<file path="src/rtl/uart_pkg.sv">
// Shared definitions for the UART transmit/receive blocks: FSM states,
// parity selection constants and a frame-length helper.
package uart_pkg;

    typedef enum logic [2:0] {
        S_IDLE   = 3'd0,
        S_START  = 3'd1,
        S_DATA   = 3'd2,
        S_PARITY = 3'd3,
        S_STOP   = 3'd4
    } state_t;

    localparam int PAR_NONE = 0;
    localparam int PAR_ODD  = 1;
    localparam int PAR_EVEN = 2;

    // Number of bit periods in one serial frame.
    function automatic int frame_bits(input int data_bits, input int parity, input int stop_bits);
        return 1 + data_bits + ((parity != PAR_NONE) ? 1 : 0) + stop_bits;
    endfunction

endpackage

</file>
<file path="src/rtl/uart_baud_gen.sv">
// Bit-period timer: counts 0..CLK_DIV-1 while running and pulses o_bit_end
// on the last cycle of each bit. Held at zero when idle or on restart.
module uart_baud_gen #(
    parameter int CLK_DIV = 5208
) (
    input  logic i_clk,
    input  logic i_rst_n,
    input  logic i_restart,
    input  logic i_run,
    output logic o_bit_end
);

    localparam int              CNT_W = (CLK_DIV > 1) ? $clog2(CLK_DIV) : 1;
    localparam logic [CNT_W-1:0] LAST = CNT_W'(CLK_DIV - 1);

    logic [CNT_W-1:0] r_cnt;
    logic             w_at_last;

    assign w_at_last = (r_cnt == LAST);

    always_ff @(posedge i_clk or negedge i_rst_n) begin
        if (!i_rst_n) begin
            r_cnt <= '0;
        end else if (i_restart || !i_run || w_at_last) begin
            r_cnt <= '0;
        end else begin
            r_cnt <= r_cnt + CNT_W'(1);
        end
    end

    // Not gated by restart: a back-to-back load is itself triggered by this pulse.
    assign o_bit_end = i_run && w_at_last;

endmodule

</file>
<file path="src/rtl/uart_tx_frame.sv">
// Parametrised UART transmitter: 1-entry holding buffer behind a valid/ready
// handshake, feeding a shifter that emits start, data, optional parity and stop bits.
module uart_tx_frame #(
    parameter int CLK_DIV   = 5208,
    parameter int DATA_BITS = 8,
    parameter int PARITY    = 0,
    parameter int STOP_BITS = 1
) (
    input  logic                 M_CLOCK,
    input  logic                 M_RESET_N,
    input  logic [DATA_BITS-1:0] TX_DATA,
    input  logic                 TX_VALID,
    output logic                 TX_READY,
    output logic                 TX_OUT,
    output logic                 TX_BUSY
);

    import uart_pkg::*;

    if (CLK_DIV < 2) begin : g_bad_clk_div
        $error("uart_tx_frame: CLK_DIV must be >= 2 (got %0d)", CLK_DIV);
    end
    if (DATA_BITS < 5 || DATA_BITS > 9) begin : g_bad_data_bits
        $error("uart_tx_frame: DATA_BITS must be 5..9 (got %0d)", DATA_BITS);
    end
    if (PARITY != PAR_NONE && PARITY != PAR_ODD && PARITY != PAR_EVEN) begin : g_bad_parity
        $error("uart_tx_frame: PARITY must be 0, 1 or 2 (got %0d)", PARITY);
    end
    if (STOP_BITS != 1 && STOP_BITS != 2) begin : g_bad_stop_bits
        $error("uart_tx_frame: STOP_BITS must be 1 or 2 (got %0d)", STOP_BITS);
    end

    localparam int BIT_W = $clog2(DATA_BITS + 1);

    function automatic logic calc_parity(input logic [DATA_BITS-1:0] d);
        if (PARITY == PAR_ODD) begin
            return ~(^d);
        end
        return ^d;
    endfunction

    state_t               r_state;
    state_t               w_next_state;
    logic                 r_buf_full;
    logic [DATA_BITS-1:0] r_buf;
    logic [DATA_BITS-1:0] r_shift;
    logic                 r_par;
    logic [BIT_W-1:0]     r_bit_cnt;
    logic                 r_tx_out;
    logic                 r_busy;
    logic                 w_tx_next;
    logic                 w_busy_next;
    logic                 w_bit_end;
    logic                 w_accept;
    logic                 w_load;
    logic                 w_last_data;
    logic                 w_last_stop;

    assign w_accept    = TX_VALID && !r_buf_full;
    assign w_last_data = (r_bit_cnt == BIT_W'(DATA_BITS - 1));
    assign w_last_stop = (r_bit_cnt == BIT_W'(STOP_BITS - 1));
    assign w_load      = r_buf_full &&
                         ((r_state == S_IDLE) ||
                          ((r_state == S_STOP) && w_bit_end && w_last_stop));

    uart_baud_gen #(
        .CLK_DIV (CLK_DIV)
    ) u_baud (
        .i_clk     (M_CLOCK),
        .i_rst_n   (M_RESET_N),
        .i_restart (w_load),
        .i_run     (r_state != S_IDLE),
        .o_bit_end (w_bit_end)
    );

    always_ff @(posedge M_CLOCK or negedge M_RESET_N) begin
        if (!M_RESET_N) begin
            r_state <= S_IDLE;
        end else begin
            r_state <= w_next_state;
        end
    end

    always_comb begin
        w_next_state = r_state;
        unique case (r_state)
            S_IDLE: begin
                if (r_buf_full) w_next_state = S_START;
            end
            S_START: begin
                if (w_bit_end) w_next_state = S_DATA;
            end
            S_DATA: begin
                if (w_bit_end && w_last_data) begin
                    w_next_state = (PARITY != PAR_NONE) ? S_PARITY : S_STOP;
                end
            end
            S_PARITY: begin
                if (w_bit_end) w_next_state = S_STOP;
            end
            S_STOP: begin
                if (w_bit_end && w_last_stop) begin
                    w_next_state = r_buf_full ? S_START : S_IDLE;
                end
            end
            default: w_next_state = S_IDLE;
        endcase
    end

    // The line value is decided one cycle ahead so TX_OUT can come straight from a flop.
    always_comb begin
        w_tx_next   = r_tx_out;
        w_busy_next = (w_next_state != S_IDLE);
        unique case (w_next_state)
            S_IDLE:   w_tx_next = 1'b1;
            S_START:  w_tx_next = 1'b0;
            S_DATA: begin
                if (r_state != S_DATA) begin
                    w_tx_next = r_shift[0];
                end else if (w_bit_end) begin
                    w_tx_next = r_shift[1];
                end
            end
            S_PARITY: w_tx_next = r_par;
            S_STOP:   w_tx_next = 1'b1;
            default:  w_tx_next = 1'b1;
        endcase
    end

    always_ff @(posedge M_CLOCK or negedge M_RESET_N) begin
        if (!M_RESET_N) begin
            r_tx_out <= 1'b1;
            r_busy   <= 1'b0;
        end else begin
            r_tx_out <= w_tx_next;
            r_busy   <= w_busy_next;
        end
    end

    always_ff @(posedge M_CLOCK or negedge M_RESET_N) begin
        if (!M_RESET_N) begin
            r_buf_full <= 1'b0;
            r_buf      <= '0;
        end else if (w_accept) begin
            r_buf_full <= 1'b1;
            r_buf      <= TX_DATA;
        end else if (w_load) begin
            r_buf_full <= 1'b0;
        end
    end

    // The bit counter is shared: data-bit index in DATA, stop-bit index in STOP.
    always_ff @(posedge M_CLOCK or negedge M_RESET_N) begin
        if (!M_RESET_N) begin
            r_shift   <= '0;
            r_par     <= 1'b0;
            r_bit_cnt <= '0;
        end else if (w_load) begin
            r_shift   <= r_buf;
            r_par     <= calc_parity(r_buf);
            r_bit_cnt <= '0;
        end else if (w_bit_end) begin
            unique case (r_state)
                S_DATA: begin
                    r_shift   <= r_shift >> 1;
                    r_bit_cnt <= w_last_data ? '0 : r_bit_cnt + BIT_W'(1);
                end
                S_STOP: begin
                    r_bit_cnt <= w_last_stop ? '0 : r_bit_cnt + BIT_W'(1);
                end
                default: begin
                end
            endcase
        end
    end

    assign TX_READY = !r_buf_full;
    assign TX_OUT   = r_tx_out;
    assign TX_BUSY  = r_busy;

endmodule

</file>
<file path="config.mk">
export PLATFORM = sky130hd
export DESIGN_NAME = uart_tx_frame
export DESIGN_NICKNAME = d
export VERILOG_FILES = /design/src/rtl/uart_pkg.sv /design/src/rtl/uart_baud_gen.sv /design/src/rtl/uart_tx_frame.sv
export SDC_FILE = /design/constraint.sdc
export NUM_CORES = 1
export LEC_CHECK = 0
export ABC_AREA = 1
export CAP_MARGIN = 20
export CORE_ASPECT_RATIO = 1.2
export CORE_UTILIZATION = 39
export DETAILED_ROUTE_END_ITERATION = 12
export REMOVE_ABC_BUFFERS = 1
export SLEW_MARGIN = 25
export SYNTH_ARGS = -nofsm -noshare
export SYNTH_HDL_FRONTEND = slang
export SYNTH_HIERARCHICAL = 1
export SYNTH_SLANG_ARGS = --single-unit
</file>
<file path="constraint.sdc">
create_clock -name M_CLOCK -period 3.1 [get_ports M_CLOCK]
set_clock_uncertainty 0.05 [all_clocks]
set_input_delay 0.31 -clock M_CLOCK [delete_from_list [all_inputs] [get_ports M_CLOCK]]
set_output_delay 0.31 -clock M_CLOCK [all_outputs]
set_load 0.05 [all_outputs]
</file>
==> flow_metrics.env <==
export IMPL_synth_cell_types=29
export IMPL_vias=1641
export IMPL_required_ps=3230
export IMPL_min_path_type="input port to asynchronous set/reset pin"
export IMPL_grt_util_all_layers=0.153
export IMPL_slew_viol_final=0
export IMPL_areaGrowthSynthToFinish_pct=14.5
export IMPL_grt_first_pass_wirelength_um=7090
export IMPL_finalNetCount=295
export IMPL_yosys_register_bits=40
export IMPL_hold_viol=0
export IMPL_cp_common_cell="nor2_1"
export IMPL_synth_top_area_frac=0.453
export IMPL_power_frac_comb=0.166
export IMPL_viasPerCell=4.77
export IMPL_cp_max_fo=17
export IMPL_synth_edf_count=0
export IMPL_worstReg2RegStart="u_baud/r_cnt[0]"
export IMPL_finalWorstSetupSlack_ps=765
export IMPL_io_buffers=13
export IMPL_cts_made_buffers=5
export IMPL_switching_share=0.258
export IMPL_r2r_slack_ps=760
export IMPL_synthCells=262
export IMPL_synth_most_common_cell="nand2_1"
export IMPL_reg2reg_depth=13
export IMPL_drt_total_wl_um=3940
export IMPL_clock_latency_ps=300
export IMPL_overflow=0
export IMPL_fill_cells=522
export IMPL_cts_tree="yes"
export IMPL_grt_antenna_before_repair=0
export IMPL_place_hpwl_um=2810
export IMPL_endpoint="u_baud/r_cnt[8]"
export IMPL_p_total_uw=1220
export IMPL_antenna_left=0
export IMPL_design_area_um2=2470
export IMPL_cp_slowest_cell="dfrtp_1"
export IMPL_rr_endpoint="u_baud/r_cnt[8]"
export IMPL_p_int_uw=907
export IMPL_htreeDepth=2
export IMPL_crit_path_cell_trace="ha_1, nand2_1, nor2_1, nand3_2, nor2_1, buf_4, nand3_1, nand2_2, nand2_4, inv_2, nor2_1, nand2_2, nor2_1"
export IMPL_die_area_um2=5820
export IMPL_postCtsSetupBuffers=0
export IMPL_cts_root_buffer="clkbuf_8"
export IMPL_max_slew_margin=0.667
export IMPL_place_congestion=0.742
export IMPL_coreArea_um2=5300
export IMPL_leakagePower_uw=0.00116
export IMPL_finalSetupTns_ps=0
export IMPL_die_w_um=69.8
export IMPL_fin_crit_sh=0.753
export IMPL_drv_cap=0
export IMPL_power_density_nw_per_um2=496
export IMPL_avgSynthCellArea_um2=8.22
export IMPL_p_clk_frac=0.348
export IMPL_die_y_um=83.4
export IMPL_cts_resized=0
export IMPL_clock_fmax_ghz=0.428
export IMPL_first_global_vias=1666
export IMPL_switchingPower_uw=316
export IMPL_start_util=0.406
export IMPL_outcome="finished clean"
export IMPL_placed_area_um2=2320
export IMPL_pre_cts_slack_ps=742
export IMPL_diodes=0
export IMPL_async_reset_ff_frac=1.00
export IMPL_clkTransAtPathRegs_ps=80
export IMPL_crit_path_end_kind="flip-flop"
export IMPL_vdd_drop_max_uv=365
export IMPL_seqPwrFrac=0.486
export IMPL_synth_seq_area_share=0.465
export IMPL_hold_buffers=0
export IMPL_grt_max_degree=41
export IMPL_wl_per_cell_um=11.4
export IMPL_core_rowCount=29
export IMPL_rsz0062_at_grt="false"
export IMPL_path_class="flip-flop to flip-flop"
export IMPL_drive_gt1_frac=0.121
export IMPL_synth_area_top_cells="dfrtp_1 (45%), nand2_1 (11%), nor2_1 (8.4%), inv_1 (4.4%), nand3_1 (3.5%)"
export IMPL_route_detailed_drc=0
export IMPL_fin_cells=344
export IMPL_synth_flop_cell="dfrtp_1"
export IMPL_ys_warn_count=6
export IMPL_startpoint="u_baud/r_cnt[0]"
export IMPL_cts_sinks=40
export IMPL_max_stage_delay_ps=410
export IMPL_start_kind="flip-flop"
export IMPL_yosys_top_cells_count="nand2_1 (61), nor2_1 (48), dfrtp_1 (39), inv_1 (25), nand3_1 (15)"
export IMPL_synth_area_um2=2150
export IMPL_io_pins=14
export IMPL_cts_buffer_depth=2
export IMPL_setup_viol=0
export IMPL_placed_cells=334
export IMPL_period_minus_slack_ps=2340
export IMPL_firstDrtPassIters=4
export IMPL_drt_iter0_drc=51
export IMPL_yosysTopAreaCell="dfrtp_1"
export IMPL_worst_slew_pin_slew_ps=498
export IMPL_worstPathArrival_ps=2470
-- cells by family (layout without fill, tap and decap cells) --
logic type / Yosys count / count (layout) / share of synthesized area
flops: 40 / 40 / 0.465
mux: 6 / 6 / 0.0314
compound gates: 22 / 22 / 0.0564
fa+ha+maj: 3 / 3 / 0.0174
simple gates: 144 / 144 / 0.302
xor+xnor: 15 / 15 / 0.0610
buf+inv: 32 / 52 / 0.0668
-- cell usage in the layout (no fill, tap or decap), types with 2 or more instances in the layout --
cell type	count
xnor2_1	7
ha_1	3
inv_1	25
nand2_1	61
o21ai_1	3
nand2_4	2
nand3_1	15
nand3_2	3
nand2b_1	2
a31oi_1	7
nor2_1	48
dfrtp_1	39
a21oi_1	7
xor2_1	8
inv_2	3
nand4_1	4
clkdlybuf4s50_1	12
nor2_2	2
clkbuf_8	5
mux2_2	6
nand2_2	4
o21ai_0	4
-- how the worst min path moves through the flow --
| stage | startpoint | end | cells after the start |
|---|---|---|---|
| after floorplan | M_RESET_N | TX_BUSY | 0 |
| after global placement | TX_OUT | TX_OUT | 2 |
| after detailed placement | TX_OUT | TX_OUT | 2 |
| after CTS | M_RESET_N | r_buf[7] | 1 |
| after global routing | M_RESET_N | u_baud/r_cnt[3] | 2 |
| final | M_RESET_N | u_baud/r_cnt[4] | 2 |
-- state kept, by name (all words and copies together) (netlist names) --
name,count
TX_BUSY,1
TX_OUT,1
r_bit_cnt,4
r_buf,8
r_buf_full,1
r_par,1
r_shift,8
r_state,3
u_baud/r_cnt,13
-- cell type report --
cell class / count / area [um2] / share of cell area
Clock buffer: 5 / 68.8 / 0.0279
Clock inverter: 3 / 42.5 / 0.0173
Inverter: 28 / 105 / 0.0426
Multi-Input combinational cell: 190 / 1010 / 0.408
Sequential cell: 40 / 1000 / 0.406
Tap cell: 62 / 77.6 / 0.0315
Timing Repair Buffer: 16 / 163 / 0.0660
-- metal layers --
metal,vias up,GRT usage,part of all wire
met1,751,0.175,0.48
met5,-,0,0
met4,0,0.0636,0.017
li1,868,-,-
met3,6,0.0400,0.024
met2,16,0.268,0.48
-- through the flow --
stage | hold slack, ps | utilization
finish | 403 | 0.466
global route | 426 | 0.466
CTS | 123 | 0.460
detailed placement | 407 | 0.439
global placement | 407 | 0.439
floorplan | -35.6 | -
-- worst max-delay path, delay by kind of cell (launching register included) --
kind	cells	cell delay [ps]
fa+ha+maj	1	240
buf+inv	2	350
flops	1	410
simple gates	10	1170
-- power by group through the flow --
| stage | Combinational, uW | Clock (uW) | Sequential (uW) |
|---|---|---|---|
| floorplan | 157 | 0 | 596 |
| global placement | 197 | 0 | 605 |
| detailed placement | 200 | 0 | 606 |
| CTS | 202 | 440 | 595 |
| global route | 236 | 464 | 601 |
| finish | 203 | 426 | 594 |
Power figures use the tool's default switching activity.
